===== src/rtl/dual_issue_sched_if.sv =====
// Fetch-pair / decode-slot bundle between fetch, the hazard unit and decode.
// Counter signals exist only when SCHED_PERF_EN is defined.
interface dual_issue_sched_if;
  logic [31:0] instrf;
  logic [31:0] instrf2;
  logic [31:0] pcplus4f;
  logic        stalld;
  logic        flushd;
  logic [31:0] instrd;
  logic [31:0] instrd2;
  logic [31:0] pcplus4d;
  logic [31:0] pcplus4d2;
  logic        validd;
  logic        validd2;
  logic        stallf;
  logic        split;
`ifdef SCHED_PERF_EN
  logic [31:0] pair_cnt;
  logic [31:0] split_cnt;
`endif

  // Scheduler side
  modport slave (
    input  instrf, instrf2, pcplus4f, stalld, flushd,
    output instrd, instrd2, pcplus4d, pcplus4d2, validd, validd2, stallf, split
`ifdef SCHED_PERF_EN
    , output pair_cnt, split_cnt
`endif
  );

  // Fetch / hazard-unit / decode side
  modport master (
    output instrf, instrf2, pcplus4f, stalld, flushd,
    input  instrd, instrd2, pcplus4d, pcplus4d2, validd, validd2, stallf, split
`ifdef SCHED_PERF_EN
    , input pair_cnt, split_cnt
`endif
  );
endinterface


===== src/rtl/dual_issue_sched.sv =====
// Dual-issue scheduler: decides whether the fetched instruction pair issues
// together into both decode slots or is split over two cycles.
// Optional feature macro: SCHED_PERF_EN (pair/split performance counters).
module dual_issue_sched (
  input logic               clk,
  input logic               reset,
  dual_issue_sched_if.slave bus
);

  localparam logic [0:0] RUN  = 1'b0;
  localparam logic [0:0] HOLD = 1'b1;

  typedef struct packed {
    logic [4:0] wr;     // destination register, 0 when none
    logic       rd_rs;
    logic       rd_rt;
    logic       mem;
    logic       ctl;
  } cls_t;

  function automatic cls_t classify(input logic [5:0] op, input logic [4:0] rt,
                                    input logic [4:0] rd);
    cls_t c;
    c = '0;
    case (op)
      6'h00:                      begin c.wr = rd; c.rd_rs = 1'b1; c.rd_rt = 1'b1; end
      6'h08, 6'h0A, 6'h0C, 6'h0D: begin c.wr = rt; c.rd_rs = 1'b1; end
      6'h23:                      begin c.wr = rt; c.rd_rs = 1'b1; c.mem = 1'b1; end
      6'h2B:                      begin c.rd_rs = 1'b1; c.rd_rt = 1'b1; c.mem = 1'b1; end
      6'h04:                      begin c.rd_rs = 1'b1; c.rd_rt = 1'b1; c.ctl = 1'b1; end
      6'h02:                      c.ctl = 1'b1;
      default:                    c = '0;
    endcase
    return c;
  endfunction

  logic [0:0]  state_q, state_d;
  logic [31:0] instrd_q, instrd2_q, pcplus4d_q, pcplus4d2_q;
  logic        validd_q, validd2_q;
  logic [31:0] pc_inc;
  cls_t        c1, c2;
  logic        raw, waw, need_split;
  logic        issue_pair, issue_split, issue_hold;

  assign pc_inc = bus.pcplus4f + 32'd4;

  // Pair hazard classification and combinational fetch-stall / split flags
  always_comb begin
    c1 = classify(bus.instrf[31:26], bus.instrf[20:16], bus.instrf[15:11]);
    c2 = classify(bus.instrf2[31:26], bus.instrf2[20:16], bus.instrf2[15:11]);
    raw = (c1.wr != 5'd0) &&
          ((c2.rd_rs && (bus.instrf2[25:21] == c1.wr)) ||
           (c2.rd_rt && (bus.instrf2[20:16] == c1.wr)));
    waw = (c1.wr != 5'd0) && (c1.wr == c2.wr);
    need_split = raw || waw || (c1.mem && c2.mem) || c1.ctl;

    issue_pair  = (state_q == RUN)  && !need_split && !bus.stalld && !bus.flushd;
    issue_split = (state_q == RUN)  &&  need_split && !bus.stalld && !bus.flushd;
    issue_hold  = (state_q == HOLD) && !bus.stalld && !bus.flushd;

    state_d = state_q;
    if (bus.flushd)       state_d = RUN;
    else if (issue_split) state_d = HOLD;
    else if (issue_hold)  state_d = RUN;

    bus.stallf = !bus.flushd && (bus.stalld || ((state_q == RUN) && need_split));
    bus.split  = issue_split;
  end

  // Decode slot registers and scheduler state; flush beats stall beats issue
  always_ff @(posedge clk) begin
    if (reset) begin
      state_q     <= RUN;
      instrd_q    <= '0;
      instrd2_q   <= '0;
      pcplus4d_q  <= '0;
      pcplus4d2_q <= '0;
      validd_q    <= 1'b0;
      validd2_q   <= 1'b0;
    end else begin
      state_q <= state_d;
      if (bus.flushd) begin
        instrd_q  <= '0;
        instrd2_q <= '0;
        validd_q  <= 1'b0;
        validd2_q <= 1'b0;
      end else if (issue_pair) begin
        instrd_q    <= bus.instrf;
        instrd2_q   <= bus.instrf2;
        pcplus4d_q  <= bus.pcplus4f;
        pcplus4d2_q <= pc_inc;
        validd_q    <= 1'b1;
        validd2_q   <= 1'b1;
      end else if (issue_split || issue_hold) begin
        // Slot 2 of a split pair is still in fetch, so HOLD issues it as slot 1
        instrd_q   <= issue_hold ? bus.instrf2 : bus.instrf;
        pcplus4d_q <= issue_hold ? pc_inc : bus.pcplus4f;
        validd_q   <= 1'b1;
        instrd2_q  <= '0;
        validd2_q  <= 1'b0;
      end
    end
  end

  assign bus.instrd    = instrd_q;
  assign bus.instrd2   = instrd2_q;
  assign bus.pcplus4d  = pcplus4d_q;
  assign bus.pcplus4d2 = pcplus4d2_q;
  assign bus.validd    = validd_q;
  assign bus.validd2   = validd2_q;

`ifdef SCHED_PERF_EN
  logic [31:0] pair_cnt_q, split_cnt_q;

  // Issue counters; stalled and flushed cycles are never counted
  always_ff @(posedge clk) begin
    if (reset) begin
      pair_cnt_q  <= '0;
      split_cnt_q <= '0;
    end else begin
      if (issue_pair)  pair_cnt_q  <= pair_cnt_q + 32'd1;
      if (issue_split) split_cnt_q <= split_cnt_q + 32'd1;
    end
  end

  assign bus.pair_cnt  = pair_cnt_q;
  assign bus.split_cnt = split_cnt_q;
`endif

endmodule


===== src/flat_wrapper.sv =====
// flat-port wrapper written by rule: the top's interface ports become plain ports
module dual_issue_sched_flat 
  (clk, reset, bus_instrf, bus_instrf2, bus_pcplus4f, bus_stalld, bus_flushd, bus_instrd, bus_instrd2, bus_pcplus4d, bus_pcplus4d2, bus_validd, bus_validd2, bus_stallf, bus_split);
  dual_issue_sched_if bus_i ();
  input logic clk;
  input logic reset;
  input wire logic [$bits(bus_i.instrf)-1:0] bus_instrf;
  input wire logic [$bits(bus_i.instrf2)-1:0] bus_instrf2;
  input wire logic [$bits(bus_i.pcplus4f)-1:0] bus_pcplus4f;
  input wire logic [$bits(bus_i.stalld)-1:0] bus_stalld;
  input wire logic [$bits(bus_i.flushd)-1:0] bus_flushd;
  output wire logic [$bits(bus_i.instrd)-1:0] bus_instrd;
  output wire logic [$bits(bus_i.instrd2)-1:0] bus_instrd2;
  output wire logic [$bits(bus_i.pcplus4d)-1:0] bus_pcplus4d;
  output wire logic [$bits(bus_i.pcplus4d2)-1:0] bus_pcplus4d2;
  output wire logic [$bits(bus_i.validd)-1:0] bus_validd;
  output wire logic [$bits(bus_i.validd2)-1:0] bus_validd2;
  output wire logic [$bits(bus_i.stallf)-1:0] bus_stallf;
  output wire logic [$bits(bus_i.split)-1:0] bus_split;
  assign bus_i.instrf = bus_instrf;
  assign bus_i.instrf2 = bus_instrf2;
  assign bus_i.pcplus4f = bus_pcplus4f;
  assign bus_i.stalld = bus_stalld;
  assign bus_i.flushd = bus_flushd;
  assign bus_instrd = bus_i.instrd;
  assign bus_instrd2 = bus_i.instrd2;
  assign bus_pcplus4d = bus_i.pcplus4d;
  assign bus_pcplus4d2 = bus_i.pcplus4d2;
  assign bus_validd = bus_i.validd;
  assign bus_validd2 = bus_i.validd2;
  assign bus_stallf = bus_i.stallf;
  assign bus_split = bus_i.split;
  dual_issue_sched u_core (.clk(clk), .reset(reset), .bus(bus_i));
endmodule

===== config.mk =====
export PLATFORM = sky130hd
export DESIGN_NAME = dual_issue_sched_flat
export DESIGN_NICKNAME = d
export VERILOG_FILES = /design/src/rtl/dual_issue_sched_if.sv /design/src/rtl/dual_issue_sched.sv /design/src/flat_wrapper.sv
export SDC_FILE = /design/constraint.sdc
export NUM_CORES = 1
export LEC_CHECK = 0
export ABC_AREA = 1
export ABC_CLOCK_PERIOD_IN_PS = 4300
export CAP_MARGIN = 20
export CELL_PAD_IN_SITES_DETAIL_PLACEMENT = 1
export CELL_PAD_IN_SITES_GLOBAL_PLACEMENT = 1
export CORE_AREA = 10 10 152 154
export DETAILED_ROUTE_END_ITERATION = 8
export DIE_AREA = 0 0 162 164
export PLACE_DENSITY = 0.87
export SETUP_SLACK_MARGIN = 0.15
export SKIP_CTS_REPAIR_TIMING = 1
export SYNTH_ARGS = -nofsm -noshare
export SYNTH_HDL_FRONTEND = slang
export SYNTH_SLANG_ARGS = --single-unit
export TNS_END_PERCENT = 1

===== constraint.sdc =====
create_clock -name clk -period 4.3 [get_ports clk]
set_input_delay 0.86 -clock clk [delete_from_list [all_inputs] [get_ports clk]]
set_output_delay 0.86 -clock clk [all_outputs]
set_load 0.005 [all_outputs]

==> results of run 1 <==
[metal layers]
metal / wire length [um] / track usage / part of all wire
met5: 0 / 0 / 0
met4: 715 / 0.0827 / 0.025
met3: 1630 / 0.0553 / 0.057
met2: 13500 / 0.346 / 0.48
met1: 12600 / 0.256 / 0.44
[flip-flops by register name (all words and copies together), names as in the netlist]
register and count:
u_core.bus.instrd2 32, u_core.bus.instrd 32, u_core.bus.pcplus4d2 32, u_core.bus.pcplus4d 32, u_core.bus.validd 1, u_core.bus.validd2 1
u_core.state_q 1
[synth_stat cells (all sizes together)]
cell,number,area share
nor4,5,0.0048
a221oi,12,0.016
o21ai,22,0.017
nand2,257,0.15
clkinv,2,0.0012
nand3,26,0.024
clkbuf,41,0.024
dfxtp,131,0.40
nor2,168,0.099
inv,114,0.066
buf,9,0.011
a31oi,13,0.013
xor2,27,0.036
nor3,11,0.0092
a211oi,8,0.0092
ha,1,0.0019
a2111oi,1,0.0013
o221ai,21,0.028
a21oi,47,0.036
nand4,49,0.047
xnor2,2,0.0027
[critical path, delay by kind of cell]
kind                   cells  cell delay (ns)
and+or+nand+nor           13             1.19
AOI/OAI and AO/OA          1             0.14
buffers and inverters      5             0.88
[cell type report]
type	count	area, sq um	area share
multi-input cells	670	3280	0.336
flip-flops and latches	131	2620	0.268
repair buffers	250	2470	0.253
clock buffers	20	467	0.0477
inverters	116	435	0.0445
well taps	270	338	0.0345
clock inverters	12	154	0.0157
diodes	3	7.51	0.000767
[layout by cell type, fill, tap and decap left out, types with 7 or more instances in the layout]
| master | instances |
|---|---|
| a221oi_1 | 12 |
| o221ai_1 | 21 |
| dlymetal6s2s_1 | 8 |
| dfxtp_1 | 131 |
| nand3_1 | 22 |
| a211oi_1 | 8 |
| o21ai_0 | 21 |
| nor3_1 | 10 |
| clkbuf_16 | 17 |
| clkdlybuf4s50_1 | 223 |
| nor2_1 | 159 |
| nand2_1 | 249 |
| a21oi_1 | 47 |
| nor2_2 | 7 |
| a31oi_1 | 12 |
| xor2_1 | 27 |
| buf_4 | 19 |
| nand4_1 | 49 |
| inv_1 | 108 |
[power by group]
part           total [mW]  switching (mW)  internal [mW]
combinational       0.575           0.302          0.273
clock                1.56           0.598          0.960
sequential           1.31          0.0336           1.28
total                3.44           0.934           2.51
[path summary, 6_finish.rpt]
| kind | start | endpoint | slack [ns] | cells after the start |
|---|---|---|---|---|
| worst max-delay path | bus_instrf[29] | bus_stallf | 0.35 | 19 |
| worst min-delay path | u_core.bus.instrd2[20]$_SDFFE_PP0P_ | u_core.bus.instrd2[20]$_SDFFE_PP0P_ | 0.46 | 2 |
| worst max register to register | u_core.state_q$_SDFFE_PP0P_ | u_core.bus.pcplus4d[18]$_SDFFE_PP0P_ | 2.04 | 6 |
| worst min register to register | u_core.bus.instrd2[20]$_SDFFE_PP0P_ | u_core.bus.instrd2[20]$_SDFFE_PP0P_ | 0.46 | 2 |
[kinds of logic after synthesis]
kind of cell	Yosys count
and+or+nand+nor	516
buffers and inverters	166
DFF	131
AOI/OAI and AO/OA	124
xor gates and xnor gates	29
adders and majority gates	1
[per-stage QoR]
stage | TNS [ns] | setup slack [ns] | total power [mW] | std cells
after floorplan | 0 | 1.29 | 1.58 | 967
after global placement | 0 | 0.0529 | 1.89 | 1436
after detailed placement | -0.00889 | -0.00889 | 1.91 | 1436
after CTS | -0.0549 | -0.0549 | 3.47 | 1468
after global routing | 0 | 0.160 | 3.59 | 1472
final | 0 | 0.353 | 3.44 | 1472
==> results.cfg, run 1 <==
[power_and_ir_drop]
power.density_mw_per_mm2 = 352
vdd_ir_drop_max_mv = 0.252
leakagePower_nw = 4.20

[cells_and_area]
area_growth_syn_to_layout_pct = 49.9
nNetsFinal = 1287
fin_area_sq_mm = 0.00978
nFillCells = 2536
fin_util = 0.488
drive_above_1_share = 0.0676

[timing]
skew_ns = 0.00593
report.final.slew_viol_count = 0
maxSlewHeadroom = 0.365
timing.hold.ws_ns = 0.465
fmax_ghz = 0.253
hold_violations = 0
period_needed_ns = 3.95
fin_crit_sh = 0.918
finalSetupViolations = 0
grt_setup_unrepaired = false
worst_pin_slew_ns = 0.951

[cts]
cts-root-buf = clkbuf_16
cts_sinks = 131
clock_latency_ns = 0.42
clock_path_buffers = 2
cts_tree = yes
numCtsBuffers = 17
clkTransAtPathRegs_ns = 0.06
htree_levels = 4

[yosys]
synth_area_sq_mm = 0.00653
ys_types = 32
synth-seq-cells = 131
yosys.area_share.simple = 0.334
synth_top_family_by_area = simple AND/OR/NAND/NOR gates
synth-xor-area-share = 0.0389
synth_area_per_cell_sq_um = 6.75
syn_inst = 967
synth_warnings = 0
synthMuxAreaShare = 0
syn_nets = 1068
synth_fa_ha_area_frac = 0.00192
synth-compound-area-share = 0.122
synth_seq_area_share = 0.402

[grt]
grt_pass1_vias = 7797
grt_pass1_wl_mm = 44.4
grt_max_degree = 74
grt_usage = 0.210
globalRoute.totalOverflow = 0
antenna_found_initial = 3

[worst_setup_path]
path_cells = clkdlybuf4s50_1 -> inv_1 -> nand2_1 -> nor2_1 -> nand2_2 -> inv_2 -> nand2_1 -> nand2_2 -> inv_1 -> nand2_1 -> nand2_1 -> nor2_1 -> nand3_1 -> nand3_2 -> nand2_4 -> nand2_1 -> nand2_1 -> a21oi_1 -> dlymetal6s2s_1
endpoint_kind = output port
cpMostUsedCell = nand2_1
worstSetupPathType = input pin to output port
crit_path_start_kind = input pin
crit_fanout = 6
worstPathRequired_ns = 3.44
critPathMaxStageDelay_ns = 0.44
cpMaxStageDelayCell = clkdlybuf4s50_1
cp.arrival_ns = 3.09

[routing]
wl_mm = 28.4
viasPerCell = 4.98
dr.pass1.iters = 5
remaining_drc_errors = 0
num_vias = 7333
drt_iter0_markers = 314
ant_nets = 0
wire_per_inst_um = 19.3

[placed_design]
hpwl_mm = 20.6
placedInstanceArea_sq_mm = 0.00911
gp_congestion = 0.848
portBuffers = 231

[floorplan]
io_pins = 232
die-area_sq_mm = 0.0266
start_util = 0.326
fp.dieH_um = 164
die_width_um = 162
core_sq_mm = 0.0200
rows = 52

[outcome]
status = finished, final reports clean

[worst_hold_path]
min_path_type = register to register

[flow_run]
cap_violations = 0
(Power assumes the default switching activity.)
==> run 2: changes to the inputs <==
ABC_CLOCK_PERIOD_IN_PS = 4860   (was 4300)
clock period = 4.86 ns   (was 4.3 ns; I/O delays follow)
==> results.cfg, run 2 (same netlist as run 1, synthesis figures left out) <==
[floorplan]
core_sq_mm = 0.0200
fp.dieH_um = 164
rows = 52
start_util = 0.326
die_width_um = 162
die-area_sq_mm = 0.0266
io_pins = 232

[routing]
remaining_drc_errors = 0
num_vias = 7417
wire_per_inst_um = 19.5
viasPerCell = 5.07
dr.pass1.iters = 4
ant_nets = 0
drt_iter0_markers = 313
wl_mm = 28.5

[worst_setup_path]
endpoint_kind = output port
cp.arrival_ns = 3.53
worstSetupPathType = input pin to output port
crit_path_start_kind = input pin
crit_fanout = 7
worstPathRequired_ns = 3.89

[placed_design]
hpwl_mm = 20.8
gp_congestion = 0.841
portBuffers = 231

[power_and_ir_drop]
vdd_ir_drop_max_mv = 0.224
power.density_mw_per_mm2 = 315
power.total_mw = 3.06
leakagePower_nw = 4.08

[cells_and_area]
area_growth_syn_to_layout_pct = 49.2
layout_common_cells = nand2_1, clkdlybuf4s50_1, nor2_1, dfxtp_1, inv_1
nNetsFinal = 1283
drive_above_1_share = 0.0620
multiInputGateArea_sq_mm = 0.00329
seq_area_sq_mm = 0.00262
n_antenna_cell = 0
nFillCells = 2583
layout_commonest_cell = nand2_1

[grt]
grt_pass1_wl_mm = 44.7
grt_pass1_vias = 7890
grt_usage = 0.210
grt_max_degree = 74
globalRoute.totalOverflow = 0
antenna_found_initial = 0

[timing]
worst_pin_slew_ns = 1.00
period_needed_ns = 4.51
fmax_ghz = 0.222
fin_crit_sh = 0.927
hold_violations = 0
report.final.slew_viol_count = 0
maxSlewHeadroom = 0.330
grt_setup_unrepaired = false
skew_ns = 0.00983
tns_ns = 0
finalSetupViolations = 0

[cts]
clock_latency_ns = 0.42
cts_tree = yes
cts_sinks = 131
clock_path_buffers = 2
htree_levels = 4
cts-root-buf = clkbuf_16
clkTransAtPathRegs_ns = 0.06
numCtsBuffers = 17

[flow_run]
cap_violations = 0

[outcome]
status = finished, final reports clean

[worst_hold_path]
min_path_type = register to register
## run 2: report_power, final
group	total (mW)	leakage, nW	internal, mW	switching, mW
combinational	0.511	2.72	0.241	0.270
clock	1.40	0.291	0.870	0.525
sequential	1.16	1.07	1.13	0.0288
## run 2: critical path: stages
cell and delay, ns:
clkdlybuf4s50_1 0.53, nand2_1 0.13, nor2_4 0.15, nand2_1 0.10, nand2_4 0.12, nand2_1 0.08
nand2_2 0.11, inv_1 0.06, nand2_1 0.06, nand2_1 0.05, nor2_1 0.10, nand3_1 0.10
nand3_2 0.09, nand2_4 0.05, nand2_1 0.07, nand2_1 0.10, a21oi_1 0.14, clkdlybuf4s50_1 0.52
## run 2: through the flow
step / hold WS (ns) / std cells / utilization / area (sq um) / setup WS [ns]
2_1_floorplan: 0.459 / 967 / - / 6530 / 1.63
3_3_place_gp: 0.451 / 1432 / 0.453 / 9080 / 0.398
3_5_place_dp: 0.456 / 1432 / 0.453 / 9080 / 0.298
4_1_cts: 0.466 / 1462 / 0.484 / 9700 / 0.291
5_1_grt: 0.487 / 1463 / 0.486 / 9730 / 0.150
6_report: 0.463 / 1463 / 0.486 / 9730 / 0.354
## run 2: final cells by class
class                      count  area share
multi-input combinational    670       0.338
sequential                   131       0.269
timing repair buffer         246       0.249
clock buffer                  18      0.0451
inverter                     116      0.0447
tap                          270      0.0347
clock inverter                12      0.0186
## run 2: worst paths after layout
check / startpoint / to / slack [ns] / depth (start not counted)
worst min-delay path: u_core.bus.instrd2[16]$_SDFFE_PP0P_ / u_core.bus.instrd2[16]$_SDFFE_PP0P_ / 0.46 / 2
worst max register to register: u_core.state_q$_SDFFE_PP0P_ / u_core.bus.instrd[27]$_SDFFE_PP0P_ / 2.61 / 6
worst max-delay path: bus_instrf[27] / bus_stallf / 0.35 / 18
worst min register to register: u_core.bus.instrd2[16]$_SDFFE_PP0P_ / u_core.bus.instrd2[16]$_SDFFE_PP0P_ / 0.46 / 2
## run 2: layer usage
| metal | up-vias | track usage | wire [um] |
|---|---|---|---|
| li1 | 3569 | - | - |
| met1 | 3616 | 0.257 | 12500 |
| met4 | 0 | 0.0670 | 526 |
| met5 | - | 0 | 0 |
| met3 | 32 | 0.0551 | 1720 |
| met2 | 200 | 0.354 | 13800 |
